`src/rtl/answer_write_arbiter_pkg.sv`:
```
// Shared parameters and types for the answer write arbiter: shared-memory answer
// layout defaults, the arbiter state type and an index-width helper.
package answer_write_arbiter_pkg;

    localparam logic [31:0] DEF_OUT_BASEADDR = 32'hA000_0800;
    localparam int          DEF_SLOT_BYTES   = 64;

    typedef enum logic [0:0] {
        ST_IDLE = 1'b0,
        ST_XFER = 1'b1
    } state_t;

    // Width of an index into n items; never collapses to zero bits.
    function automatic int idx_width(input int n);
        return (n > 1) ? $clog2(n) : 1;
    endfunction

endpackage

```
`src/rtl/answer_write_arbiter_rr_pick.sv`:
```
// Combinational round-robin picker: first set request strictly after last_i,
// wrapping modulo N; last_i itself is considered last.
module rr_pick
    import answer_write_arbiter_pkg::*;
#(
    parameter int N  = 15,
    parameter int IW = 4
) (
    input  logic [N-1:0]  req_i,
    input  logic [IW-1:0] last_i,
    output logic [IW-1:0] idx_o,
    output logic          found_o
);

    int cand_s;

    // Scan offsets 1..N from the last grant and keep the first hit.
    always_comb begin
        idx_o   = '0;
        found_o = 1'b0;
        cand_s  = 0;
        for (int k = 1; k <= N; k++) begin
            cand_s = (int'(last_i) + k) % N;
            if (!found_o && req_i[cand_s]) begin
                found_o = 1'b1;
                idx_o   = IW'(cand_s);
            end else begin
                found_o = found_o;
            end
        end
    end

endmodule

```
`src/rtl/answer_write_arbiter.sv`:
```
// Packet-locked round-robin arbiter that streams per-task answer words into the
// TX FIFO, placing each requester's packet in its own shared-memory slot.
module answer_write_arbiter
    import answer_write_arbiter_pkg::*;
#(
    parameter int                    NUM_REQ      = 15,
    parameter int                    DATA_WIDTH   = 32,
    parameter int                    ADDR_WIDTH   = 32,
    parameter logic [ADDR_WIDTH-1:0] OUT_BASEADDR = ADDR_WIDTH'(DEF_OUT_BASEADDR),
    parameter int                    SLOT_BYTES   = DEF_SLOT_BYTES
) (
    input  logic                          i_clk,
    input  logic                          i_rst,
    input  logic                          i_clear,
    input  logic [NUM_REQ-1:0]            req_valid,
    input  logic [NUM_REQ*DATA_WIDTH-1:0] req_data,
    input  logic [NUM_REQ-1:0]            req_last,
    output logic [NUM_REQ-1:0]            req_ready,
    output logic [DATA_WIDTH-1:0]         tx_data,
    output logic [ADDR_WIDTH-1:0]         tx_addr,
    output logic                          tx_wr_en,
    input  logic                          tx_full,
    output logic [NUM_REQ-1:0]            done_mask,
    output logic                          overflow_err,
    output logic                          busy
);

    localparam int IW    = idx_width(NUM_REQ);
    localparam int WORDS = SLOT_BYTES / 4;
    localparam int WW    = idx_width(WORDS);

    localparam logic [WW-1:0] WCNT_MAX  = WW'(WORDS - 1);
    localparam logic [IW-1:0] LAST_INIT = IW'(NUM_REQ - 1);

    state_t               state_q, state_d;
    logic [IW-1:0]        g_q, g_d;
    logic [IW-1:0]        last_q, last_d;
    logic [WW-1:0]        wcnt_q, wcnt_d;
    logic [NUM_REQ-1:0]   done_q, done_d;
    logic                 ovf_q, ovf_d;

    logic [DATA_WIDTH-1:0] words_s [NUM_REQ];
    logic [NUM_REQ-1:0]    eligible_s;
    logic [IW-1:0]         pick_idx_s;
    logic                  pick_found_s;
    logic                  in_xfer_s;
    logic                  beat_s;
    logic                  at_end_s;
    logic                  final_beat_s;

    // Slice the flat request data bus into per-requester words.
    always_comb begin
        for (int i = 0; i < NUM_REQ; i++) begin
            words_s[i] = req_data[i*DATA_WIDTH +: DATA_WIDTH];
        end
    end

    assign eligible_s = req_valid & ~done_q;

    rr_pick #(
        .N  (NUM_REQ),
        .IW (IW)
    ) u_rr_pick (
        .req_i   (eligible_s),
        .last_i  (last_q),
        .idx_o   (pick_idx_s),
        .found_o (pick_found_s)
    );

    assign in_xfer_s    = (state_q == ST_XFER) && !i_rst;
    assign beat_s       = in_xfer_s && req_valid[g_q] && !tx_full;
    assign at_end_s     = (wcnt_q == WCNT_MAX);
    assign final_beat_s = beat_s && (req_last[g_q] || at_end_s);

    // Only the granted requester sees ready, and only while the FIFO has room.
    always_comb begin
        req_ready = '0;
        if (in_xfer_s && !tx_full) begin
            req_ready[g_q] = 1'b1;
        end else begin
            req_ready = '0;
        end
    end

    assign tx_wr_en     = beat_s;
    assign tx_data      = words_s[g_q];
    assign tx_addr      = OUT_BASEADDR
                        + ADDR_WIDTH'(g_q) * ADDR_WIDTH'(SLOT_BYTES)
                        + ADDR_WIDTH'({wcnt_q, 2'b00});
    assign busy         = in_xfer_s;
    assign done_mask    = done_q;
    assign overflow_err = ovf_q;

    // Next-state: grant in IDLE, count beats in XFER, clear overrides sticky flags.
    always_comb begin
        state_d = state_q;
        g_d     = g_q;
        last_d  = last_q;
        wcnt_d  = wcnt_q;
        done_d  = done_q;
        ovf_d   = ovf_q;
        case (state_q)
            ST_IDLE: begin
                if (pick_found_s) begin
                    g_d     = pick_idx_s;
                    wcnt_d  = '0;
                    state_d = ST_XFER;
                end else begin
                    state_d = ST_IDLE;
                end
            end
            ST_XFER: begin
                if (final_beat_s) begin
                    done_d[g_q] = 1'b1;
                    last_d      = g_q;
                    wcnt_d      = '0;
                    state_d     = ST_IDLE;
                end else if (beat_s) begin
                    wcnt_d = wcnt_q + WW'(1);
                end else begin
                    wcnt_d = wcnt_q;
                end
                // A slot filled without a last marker truncates the packet.
                if (beat_s && at_end_s && !req_last[g_q]) begin
                    ovf_d = 1'b1;
                end else begin
                    ovf_d = ovf_d;
                end
            end
            default: begin
                state_d = ST_IDLE;
            end
        endcase
        if (i_clear) begin
            done_d = '0;
            ovf_d  = 1'b0;
            last_d = LAST_INIT;
        end else begin
            done_d = done_d;
        end
    end

    // State registers with synchronous reset.
    always_ff @(posedge i_clk) begin
        if (i_rst) begin
            state_q <= ST_IDLE;
            g_q     <= '0;
            wcnt_q  <= '0;
            last_q  <= LAST_INIT;
            done_q  <= '0;
            ovf_q   <= 1'b0;
        end else begin
            state_q <= state_d;
            g_q     <= g_d;
            wcnt_q  <= wcnt_d;
            last_q  <= last_d;
            done_q  <= done_d;
            ovf_q   <= ovf_d;
        end
    end

endmodule

```
`config.mk`:
```
export PLATFORM = sky130hd
export DESIGN_NAME = answer_write_arbiter
export DESIGN_NICKNAME = d
export VERILOG_FILES = /design/src/rtl/answer_write_arbiter_pkg.sv /design/src/rtl/answer_write_arbiter_rr_pick.sv /design/src/rtl/answer_write_arbiter.sv
export SDC_FILE = /design/constraint.sdc
export NUM_CORES = 1
export LEC_CHECK = 0
export CAP_MARGIN = 20
export CORE_AREA = 2 2 235 237
export CTS_CLUSTER_SIZE = 24
export DETAILED_ROUTE_END_ITERATION = 6
export DIE_AREA = 0 0 237 239
export DONT_BUFFER_PORTS = 1
export GPL_TIMING_DRIVEN = 0
export PLACE_DENSITY = 0.47
export REMOVE_ABC_BUFFERS = 1
export SYNTH_ARGS = -nofsm -noshare
export SYNTH_HDL_FRONTEND = slang
export SYNTH_SLANG_ARGS = --single-unit
```
`constraint.sdc`:
```
create_clock -name i_clk -period 13.29 [get_ports i_clk]
set_input_delay 1.329 -clock i_clk [delete_from_list [all_inputs] [get_ports i_clk]]
set_output_delay 1.329 -clock i_clk [all_outputs]
set_load 0.02 [all_outputs]
```
==> key figures, run 1 <==
Die
  – DIE AREA: between 50,000 and 60,000 sq um
  – Core area: about 54,000 sq um
  – Top Ports: just over 600
  – Initial Util: 0.2523
  – Rows: 86
  – DIE WIDTH: around 240 um
  – Die H: around 240 um

Setup path
  – RR Startpoint: last_q[1]
  – Crit path to: g_q[0]
  – Start point of the critical path: last_q[1]
  – R2R Setup Slk: ~5.5 ns
  – Max FO, Critical Path: 23
  – Worst setup EP type: flop
  – Crit Path Category: reg -> reg
  – R2R cell count: 19
  – WP data arrival: about 7.9 ns
  – CP Launch Type: flop
  – Reg-to-Reg End: g_q[0]
  – Critical Path RT: between 10 and 15 ns

Yosys
  – Share of the synthesized area in the top cell type: 0.2464
  – Yosys warnings: 0
  – Asr flop ratio synth: 0
  – Sequential area share after synthesis: 0.04234
  – Yosys cell types: 123
  – Yosys top cell by area: mux4_2
  – Flip-flop and latch count after synthesis: 29
  – Avg Inst Size Synth: a little over 8 sq um
  – Dominant cells by area after synthesis: mux4_2, mux2i_1, o21ai_0
  – Synth Instances: 1,691
  – Main flop type after synthesis: dfxtp_1
  – Mapped cell area: around 14,000 sq um
  – Post-synth EDFFs: 0

Clock network
  – CTS Root Cell: clkbuf_16
  – CTS H-tree depth: 2
  – CTS tree: done
  – Clock slew at reported path FFs: about 0.060 ns
  – Clk_lat worst skew: 0.31 ns
  – Post-CTS setup buffers: 0
  – Post-CTS sizing: 0
  – Total CTS buffers: 5
  – Cts-stage hold buffer count: 0
  – Max Buffers Root-to-Sink: 2
  – Num Clock Sinks: 29

Finish
  – Fill count: 5,831
  – Reg area: around 600 sq um
  – Commonest non-fill, non-tap cell in the layout: nand2_1
  – Most frequent cells in the layout: nand2_1, mux4_2, nor2_1, o21ai_0, mux2i_1
  – Share of layout cells above drive strength 1: 0.1757
  – Nets: around 2,100
  – Multi-input logic area: approximately 12,000 sq um
  – Layout Utilization: 0.2690
  – P&R area growth vs syn: 6.597%
  – Post-route cell area: between 10,000 and 15,000 sq um

Place
  – Port Buffers: 0
  – Routability cong.: between 1 and 1.5
  – Cell Area, Placed: 14,310 sq um
  – Post-Place Worst Slack: 5.771 ns
  – DP Wirelength: ~80,000 um

Global routing
  – Total global-route track usage: 0.3146
  – Number of global-route vias before repair: ~14,000
  – GRT overflow: 0
  – Largest net degree at the start of global routing: 73
  – Antenna violations before repair: 71
  – First-pass GRT wire length: approximately 120,000 um

Power
  – Comb power frac: 0.698
  – Switch share: 0.5201
  – Peak supply drop: around 43 uV
  – Internal Power: 0.4039 mW
  – Register share of total power: 0.126
  – Sw Pwr: 0.4378 mW
  – Power density cells: roughly 58 nW/um^2
  – Leakage: roughly 4.7 nW
  – Clock power frac: 0.176

Min path
  – Min-Delay Path Class: reg -> reg

Detailed routing
  – Via Count: 15,860
  – Residual DRC: 0
  – ANT nets after route: 0
  – Routed wire per std cell: ~40 um
  – Final WL: 93,880 um
  – Vias per cell: a little under 7
  – Initial DRT Pass Iterations: 5
  – Initial drt markers: 2,298

Outcome
  – Status: completed

STA
  – Worst slew margin: 0.1546
  – RSZ-0062 raised after global routing: no
  – Final Hold Viols: 0
  – Final worst slack: roughly 5.5 ns
  – Clock skew: about 0.012 ns
  – Worst-margin pin slew: 1.255 ns
  – Tmin final: around 8 ns
  – Setup violators final: 0
  – Fmax: between 0.1 and 0.15 GHz
  – Final critical-path share of the clock period: 0.5846
  – Max Slew Vio Count: 0
  – Setup TNS Final: 0 ns

Flow run
  – Max cap viols: 0
==> per-stage QoR <==
step           power [mW]  hold WS (ns)  cells
6_report           0.8416        0.5983   2323
5_1_grt            0.8591        0.6272   2300
4_1_cts            0.8306        0.6019   2274
3_5_place_dp       0.6811        0.5913   2266
3_3_place_gp       0.7146        0.5771   2238
2_1_floorplan      0.5052        0.5411   1534
==> flip-flops by register name (all words and copies together), names as in the netlist <==
register / flops
done_mask: 15
g_q: 4
last_q: 4
overflow_err: 1
state_q: 1
wcnt_q: 4
==> synthesized netlist by cell type, drive strengths merged, types with 12 or more instances <==
cell type	number
and2	12
xnor2	28
dfxtp	29
nor2	150
o31ai	12
a22oi	15
buf	95
mux4	150
mux2i	88
nand2	153
a211o	13
o21ai	131
inv	33
o22ai	28
nand4	17
nand2b	28
nor2b	35
ha	37
nand3	44
nor4	14
o221ai	16
o211ai	49
a211oi	22
clkbuf	84
or2	12
and3	16
a21oi	83
nor3	51
a31oi	27
==> power by group through the flow <==
stage               Combinational (mW)  Clock, mW  Sequential, mW
global placement                 0.555          0           0.160
floorplan                        0.367          0           0.138
global route                     0.598      0.153           0.107
finish                           0.587      0.148           0.106
CTS                              0.574      0.150           0.107
detailed placement               0.573          0           0.108
==> cell type report <==
type / count / area share
diodes: 48 / 0.008218
clock buffers: 6 / 0.009502
multi-input cells: 1471 / 0.8328
repair buffers: 29 / 0.03707
flip-flops and latches: 29 / 0.04092
clock inverters: 2 / 0.002482
inverters: 34 / 0.008731
well taps: 704 / 0.06026
==> kinds of logic after synthesis <==
logic type,after synthesis,synth area share
AND/OR/NAND/NOR,590,0.2208
AO/OA/AOI/OAI,542,0.2824
multiplexers,245,0.3173
buffers and inverters,213,0.07683
adder cells (fa/ha/maj),37,0.03376
XOR/XNOR,33,0.02601
flip-flops,29,0.04234
other,2,0.0005477
==> worst min path at each step <==
stage | startpoint | end | slack, ns | depth (start not counted)
6_report | state_q | wcnt_q[1] | 0.60 | 2
5_1_grt | state_q | wcnt_q[1] | 0.63 | 2
4_1_cts | state_q | wcnt_q[1] | 0.60 | 2
3_5_place_dp | state_q | wcnt_q[1] | 0.59 | 2
3_3_place_gp | state_q | wcnt_q[1] | 0.58 | 2
2_1_floorplan | state_q | wcnt_q[1] | 0.54 | 2
==> metal layers <==
metal,wire (um),part of all wire,vias up,global-route usage
li1,-,-,6466,-
met1,35560,0.38,7870,0.3953
met2,38210,0.41,1237,0.4368
met3,12900,0.14,243,0.1388
met4,6974,0.074,40,0.1899
met5,231,0.0025,-,0.02597
==> worst max-delay path, stage by stage (launching register included) <==
cell       delay (ns)
dfxtp_1          0.70
inv_1            0.61
ha_2             0.86
clkinv_1         0.61
nand2_1          0.28
nor2_1           0.07
ha_1             0.28
nand4bb_1        0.27
a211oi_1         0.41
a22o_1           0.64
a2111oi_0        0.22
a21oi_1          0.36
nand3b_1         0.13
a21boi_0         0.56
nor3_1           0.11
and4_1           0.47
nand2_1          0.23
o21ai_0          0.11
a2111oi_0        0.52
a31oi_1          0.15
Power figures use the tool's default switching activity.
==> run 2, diff against run 1 <==
--- a/config.mk
+++ b/config.mk
@@ -12,7 +12,7 @@
 export DIE_AREA = 0 0 237 239
 export DONT_BUFFER_PORTS = 1
 export GPL_TIMING_DRIVEN = 0
-export PLACE_DENSITY = 0.47
+export PLACE_DENSITY = 0.48
 export REMOVE_ABC_BUFFERS = 1
 export SYNTH_ARGS = -nofsm -noshare
 export SYNTH_HDL_FRONTEND = slang
==> constraint.sdc (replaced) <==
create_clock -name i_clk -period 7.1 [get_ports i_clk]
set_input_delay 0.71 -clock i_clk [delete_from_list [all_inputs] [get_ports i_clk]]
set_output_delay 0.71 -clock i_clk [all_outputs]
set_load 0.02 [all_outputs]
==> run 2 against run 1 <==
Effect of this change:
- register-to-register slack got worse by 5.1 ns
- wire length increased by 0.87%
- non-clock buffer count increased by 4
- sequential cell count unchanged
- final cell count decreased by 0.34%
- via count increased by 0.85%
- global-route usage increased by 0.17 points
- clock skew decreased by 0.0056 ns
- power increased by 86%
- clock power increased by 86%
- sequential share of layout area about the same
- core utilization increased by 0.15 points
- largest cell class unchanged
==> key figures, run 2 (synthesis gave the netlist of run 1 again) <==
Place
  – Port Buffers: 0 (unchanged)
  – Post-Place Worst Slack: -1.094 ns (-6.865 ns)
  – Routability cong.: 1.083 (+5.4%)
  – DP Wirelength: 79,030 um (about the same)
  – Placed Cells: 2,266 (unchanged)
  – Cell Area, Placed: 14,310 sq um (unchanged)

Finish
  – Reg area: 599.3 sq um (+0.21%)
  – Fill count: 5,818 (-0.22%)
  – Multi-input logic area: 12,230 sq um (+0.49%)
  – Most frequent cells in the layout: nand2_1, mux4_2, nor2_1, o21ai_0, mux2i_1
  – P&R area growth vs syn: 7.172%
  – Nets: 2,125 (+0.19%)
  – Post-route cell area: 14,700 sq um (+0.54%)
  – Max FFs per register: 15 (unchanged)
  – Layout Utilization: 0.2704 (+0.001450)
  – Layout Cells excl Fill: 2,315 (-0.34%)
  – Share of layout cells above drive strength 1: 0.1860 (+0.01035)
  – Commonest non-fill, non-tap cell in the layout: nand2_1

Clock network
  – CTS H-tree depth: 2 (unchanged)
  – CTS tree: done
  – Cts-stage hold buffer count: 0 (unchanged)
  – Clk_lat worst skew: 0.30 ns (about the same)
  – Total CTS buffers: 5 (unchanged)
  – Clock slew at reported path FFs: 0.06 ns (about the same)
  – Max Buffers Root-to-Sink: 2 (unchanged)
  – Num Clock Sinks: 29 (unchanged)
  – CTS Root Cell: clkbuf_16

STA
  – Fmax: 0.1486 GHz (+15%)
  – Tmin final: 6.728 ns (-1.041 ns)
  – Max Slew Vio Count: 0 (unchanged)
  – Final critical-path share of the clock period: 0.9477 (+0.3631)
  – Worst slew margin: 0.1556 (+0.001015)
  – Worst-margin pin slew: 1.264 ns (+0.009136 ns)
  – RSZ-0062 raised after global routing: no
  – Final worst slack: 0.3716 ns (-5.149 ns)
  – Setup violators final: 0 (unchanged)
  – Final Hold Viols: 0 (unchanged)
  – Clock skew: 0.006518 ns (-0.005551 ns)

Global routing
  – GRT overflow: 0 (unchanged)
  – Number of global-route vias before repair: 13,810 (+0.49%)
  – Largest net degree at the start of global routing: 74 (+1.4%)
  – Total global-route track usage: 0.3163 (+0.001735)
  – First-pass GRT wire length: 123,400 um (+0.43%)
  – Antenna violations before repair: 80 (+13%)

Die
  – DIE AREA: 56,640 sq um (unchanged)
  – Initial Util: 0.2523 (unchanged)
  – DIE WIDTH: 237 um (unchanged)
  – Core area: 54,340 sq um (unchanged)
  – Rows: 86 (unchanged)
  – Die H: 239 um (unchanged)
  – Top Ports: 611 (unchanged)

Setup path
  – Max FO, Critical Path: 27 (+17%)
  – CP Launch Type: flop
  – WP data arrival: 6.92 ns (-1.01 ns)
  – Critical Path RT: 7.29 ns (-6.16 ns)
  – Worst setup EP type: flop
  – Crit Path Category: reg -> reg

Power
  – Sw Pwr: 0.8112 mW (+85%)
  – Peak supply drop: 110.7 uV (+160%)
  – Comb power frac: 0.701 (+0.003)
  – Power density cells: 106.8 nW/um^2 (+85%)
  – Leakage: 4.728 nW (+0.41%)
  – Clock power frac: 0.175 (about the same)
  – Switch share: 0.5169 (-0.003267)
  – Total power: 1.570 mW (+86%)
  – Internal Power: 0.7583 mW (+88%)
  – Register share of total power: 0.123 (-0.003)

Detailed routing
  – Initial DRT Pass Iterations: 6 (+1)
  – Vias per cell: 6.908 (+1.2%)
  – Initial drt markers: 2,300 (+0.087%)
  – Routed wire per std cell: 40.90 um (+1.2%)
  – Via Count: 15,990 (+0.85%)
  – Residual DRC: 0 (unchanged)
  – Final WL: 94,700 um (+0.87%)
  – ANT nets after route: 0 (unchanged)

Flow run
  – Max cap viols: 0 (unchanged)

Min path
  – Min-Delay Path Class: in -> reg

Outcome
  – Status: completed
run 2: cell count changes in the layout (fill, tap and decap cells not counted), sizes merged:
cell,delta
clkinvlp,+1
buf,+4
diode,-12
inv,-1
run 2: cell type report:
type | instances | area share
multi-input cells | 1471 | 0.8324
diodes | 36 | 0.006130
repair buffers | 33 | 0.03959
clock inverters | 2 | 0.002469
inverters | 34 | 0.009195
well taps | 704 | 0.05994
flip-flops and latches | 29 | 0.04078
clock buffers | 6 | 0.009451
run 2: power by group through the flow:
| stage | sequential [mW] | combinational (mW) | clock [mW] |
|---|---|---|---|
| floorplan | 0.259 | 0.687 | 0 |
| finish | 0.193 | 1.10 | 0.275 |
| CTS | 0.194 | 1.07 | 0.278 |
| global placement | 0.299 | 1.03 | 0 |
| global route | 0.195 | 1.12 | 0.285 |
| detailed placement | 0.197 | 1.07 | 0 |
run 2: worst paths after layout:
| path | from | slack, ns | to | cells past startpoint |
|---|---|---|---|---|
| max | last_q[0] | 0.37 | wcnt_q[0] | 19 |
| min | i_rst | 0.47 | wcnt_q[3] | 1 |
| max reg2reg | last_q[0] | 0.37 | wcnt_q[0] | 19 |
| min reg2reg | state_q | 0.62 | wcnt_q[1] | 2 |
run 2: routing by layer:
metal  global-route usage  part of all wire
met1               0.4090              0.39
met2               0.4530              0.41
met3               0.1255              0.13
met4               0.1552             0.064
met5              0.01905            0.0048
run 2: what timing repair did:
action	in CTS	in global routing
endpoints found under the setup margin	9	9
resized for setup	5	15
endpoints found under the hold margin	0	0
setup buffers	2	1
pin swaps	0	0
run 2: critical path: stages (launching register included):
cell,delay (ns)
dfxtp_4,0.57
inv_4,0.24
buf_12,0.25
ha_4,0.57
clkinv_2,0.40
buf_16,0.28
ha_1,0.35
o21ba_2,0.32
nand3_1,0.13
o211ai_1,0.17
nor3_1,0.50
a22o_1,0.45
mux4_2,0.57
mux2i_1,0.19
o22ai_2,0.24
nor4b_4,0.47
a41oi_4,0.22
nor2_2,0.28
mux2i_1,0.24
nor2_1,0.06
run 2: per-stage QoR:
| step | TNS (ns) | hold slack (ns) |
|---|---|---|
| after floorplan | -57.64 | 0.5411 |
| after global placement | -428.14 | 0.5848 |
| after detailed placement | -8.749 | 0.6002 |
| after CTS | 0 | 0.4620 |
| after global routing | 0 | 0.4695 |
| final | 0 | 0.4726 |
==> run 3, diff against run 2 <==
--- a/config.mk
+++ b/config.mk
@@ -5,6 +5,7 @@
 export SDC_FILE = /design/constraint.sdc
 export NUM_CORES = 1
 export LEC_CHECK = 0
+export ABC_CLOCK_PERIOD_IN_PS = 7100
 export CAP_MARGIN = 20
 export CORE_AREA = 2 2 235 237
 export CTS_CLUSTER_SIZE = 24
@@ -12,8 +13,8 @@
 export DIE_AREA = 0 0 237 239
 export DONT_BUFFER_PORTS = 1
 export GPL_TIMING_DRIVEN = 0
-export PLACE_DENSITY = 0.48
 export REMOVE_ABC_BUFFERS = 1
 export SYNTH_ARGS = -nofsm -noshare
 export SYNTH_HDL_FRONTEND = slang
 export SYNTH_SLANG_ARGS = --single-unit
+export TNS_END_PERCENT = 1
==> run 3 against run 2 <==
Effect of this change:
- the flow now finishes with violations (design-rule violations)
- worst setup slack got worse by 0.25 ns
- maximum frequency fell by 3.6%
- non-clock buffer count did not move
- sequential share of layout area barely moved
- register-to-register slack got worse by 0.25 ns
- final cell count rose by 0.52%
- sequential power rose by 7%
- clock power fell by 4%
- die area did not move
- power rose by 0.41%
- combinational power barely moved
==> key figures, run 3 (synthesis gave the netlist of run 1 again) <==
Outcome
  – Status: finished, violations left
  – Violated checks: design-rule violations

Detailed routing
  – Vias per cell: 6.847 (-0.88%)
  – Residual DRC: 3 (+3)
  – Initial drt markers: 2,535 (+10%)
  – Via Count: 15,930 (-0.37%)
  – Routed wire per std cell: 40.41 um (-1.2%)
  – Final WL: 94,040 um (-0.69%)
  – Initial DRT Pass Iterations: 7 (+1)
  – ANT nets after route: 0 (unchanged)

STA
  – Setup violators final: 0 (unchanged)
  – Setup TNS Final: 0 ns (unchanged)
  – Final Hold Viols: 0 (unchanged)
  – Worst slew margin: 0.1493 (-0.006352)
  – Worst-margin pin slew: 1.263 ns (-0.001214 ns)
  – Fmax: 0.1432 GHz (-3.6%)
  – Final critical-path share of the clock period: 0.9833 (+0.03563)
  – Final worst slack: 0.1186 ns (-0.2530 ns)
  – Max Slew Vio Count: 0 (unchanged)
  – Clock skew: 0.01614 ns (+0.009621 ns)
  – Tmin final: 6.981 ns (+0.2530 ns)

Finish
  – Layout Utilization: 0.2708 (+0.0003690)
  – Max FFs per register: 15 (unchanged)
  – Most frequent cells in the layout: nand2_1, mux4_2, nor2_1, o21ai_0, mux2i_1
  – Share of layout cells above drive strength 1: 0.1873 (+0.001270)
  – Post-route cell area: 14,720 sq um (+0.14%)
  – Commonest non-fill, non-tap cell in the layout: nand2_1
  – Nets: 2,125 (unchanged)
  – Fill count: 5,744 (-1.3%)
  – P&R area growth vs syn: 7.318%

Power
  – Comb power frac: 0.702 (about the same)
  – Internal Power: 0.7384 mW (-2.6%)
  – Switch share: 0.5315 (+0.01459)
  – Power density cells: 107.1 nW/um^2 (+0.28%)
  – Total power: 1.576 mW (+0.41%)
  – Sw Pwr: 0.8376 mW (+3.2%)
  – Leakage: 4.728 nW (about the same)
  – Clock power frac: 0.168 (-0.007)
  – Register share of total power: 0.130 (+0.007)
  – Peak supply drop: 82.49 uV (-26%)

Global routing
  – Largest net degree at the start of global routing: 67 (-9.5%)
  – Antenna violations before repair: 81 (+1.3%)
  – First-pass GRT wire length: 122,500 um (-0.69%)
  – Total global-route track usage: 0.3128 (-0.003438)
  – GRT overflow: 0 (unchanged)
  – Number of global-route vias before repair: 13,980 (+1.2%)

Setup path
  – Reg-to-Reg End: g_q[3]
  – R2R cell count: 17 (-2)
  – RR Startpoint: last_q[2]
  – R2R Setup Slk: 0.12 ns (-0.25 ns)
  – Crit Path Category: reg -> reg
  – CP Launch Type: flop
  – Start point of the critical path: last_q[2]
  – WP data arrival: 7.14 ns (+0.22 ns)
  – Max FO, Critical Path: 25 (-7.4%)
  – Worst setup EP type: flop
  – Critical Path RT: 7.25 ns (-0.04 ns)

Clock network
  – Total CTS buffers: 5 (unchanged)
  – Cts-stage hold buffer count: 0 (unchanged)
  – Clk_lat worst skew: 0.30 ns (about the same)
  – Max Buffers Root-to-Sink: 2 (unchanged)
  – CTS tree: done
  – CTS H-tree depth: 2 (unchanged)
  – Clock slew at reported path FFs: 0.07 ns (about the same)
  – CTS Root Cell: clkbuf_16
  – Num Clock Sinks: 29 (unchanged)

Place
  – Cell Area, Placed: 14,210 sq um (-0.72%)
  – Routability cong.: 1.078 (-0.40%)
  – Post-Place Worst Slack: -1.082 ns (+0.01126 ns)
  – DP Wirelength: 77,780 um (-1.6%)
  – Port Buffers: 0 (unchanged)

Die
  – DIE AREA: 56,640 sq um (unchanged)
  – Initial Util: 0.2523 (unchanged)
  – Die H: 239 um (unchanged)
  – DIE WIDTH: 237 um (unchanged)
  – Top Ports: 611 (unchanged)
  – Core area: 54,340 sq um (unchanged)
  – Rows: 86 (unchanged)

Min path
  – Origin of the worst min-delay path: i_rst
  – Worst Hold Path EP: state_q
  – Hold path cells: 1 (unchanged)
  – Min-Delay Path Class: in -> reg

Flow run
  – Max cap viols: 0 (unchanged)
## run 3: cell types whose count changed in the layout (fill, tap and decap cells not counted), moves of 2 or more
cell     change
xnor2_1      -3
buf_12       +3
buf_16       -3
buf_4        +2
xnor2_2      +3
diode_2     +12
## run 3: layout make-up
| cell class | instances | area [sq um] | area share |
|---|---|---|---|
| sequential | 29 | 603.1 | 0.04098 |
| timing repair buffer | 33 | 551.8 | 0.03750 |
| antenna | 48 | 120.1 | 0.008163 |
| clock inverter | 1 | 6.256 | 0.0004251 |
| tap | 704 | 880.8 | 0.05986 |
| inverter | 34 | 132.6 | 0.009013 |
| multi-input combinational | 1471 | 12260 | 0.8329 |
| clock buffer | 7 | 163.9 | 0.01114 |
## run 3: critical path: stages, from the launching register on
cell      delay [ns]
dfxtp_4         0.66
inv_1           0.41
ha_1            0.59
a21oi_1         0.48
inv_1           0.15
ha_1            0.32
nor4bb_1        0.58
a32o_1          0.30
a211oi_1        0.06
a31oi_1         0.83
nand3_1         0.45
a32o_1          0.38
nor2_1          0.46
nand3_1         0.24
nor3_1          0.27
nor2_1          0.08
a211oi_1        0.37
o22ai_1         0.14
## run 3: worst max-delay path by stage
stage                           end  cells past startpoint
after floorplan              g_q[1]                     18
after global placement       g_q[0]                     19
after detailed placement     g_q[2]                     21
after CTS                    g_q[2]                     18
after global routing      wcnt_q[0]                     18
final                        g_q[3]                     17
## run 3: metal layers
metal / part of all wire / vias to the layer above / track usage
met4: 0.077 / 48 / 0.1853
met2: 0.40 / 1268 / 0.4373
li1: - / 6469 / -
met1: 0.37 / 7912 / 0.3847
met3: 0.15 / 235 / 0.1476
met5: 0.0048 / - / 0.04589
## run 3: stage by stage
stage | hold slack, ns | std cells
floorplan | 0.5411 | 1534
global route | 0.4745 | 2313
global placement | 0.5917 | 2238
finish | 0.4718 | 2327
CTS | 0.4708 | 2270
detailed placement | 0.6279 | 2261
## run 3: repair_timing
item                       CTS  global route
setup endpoints to repair    9             9
setup buffers                1             6
resized for setup           10            10
## run 3: power by group through the flow
stage,clock [mW],combinational [mW],sequential [mW]
after CTS,0.267,1.06,0.207
after global placement,0,1.04,0.297
final,0.265,1.11,0.206
after global routing,0.273,1.12,0.209
after detailed placement,0,1.06,0.211
after floorplan,0,0.687,0.259
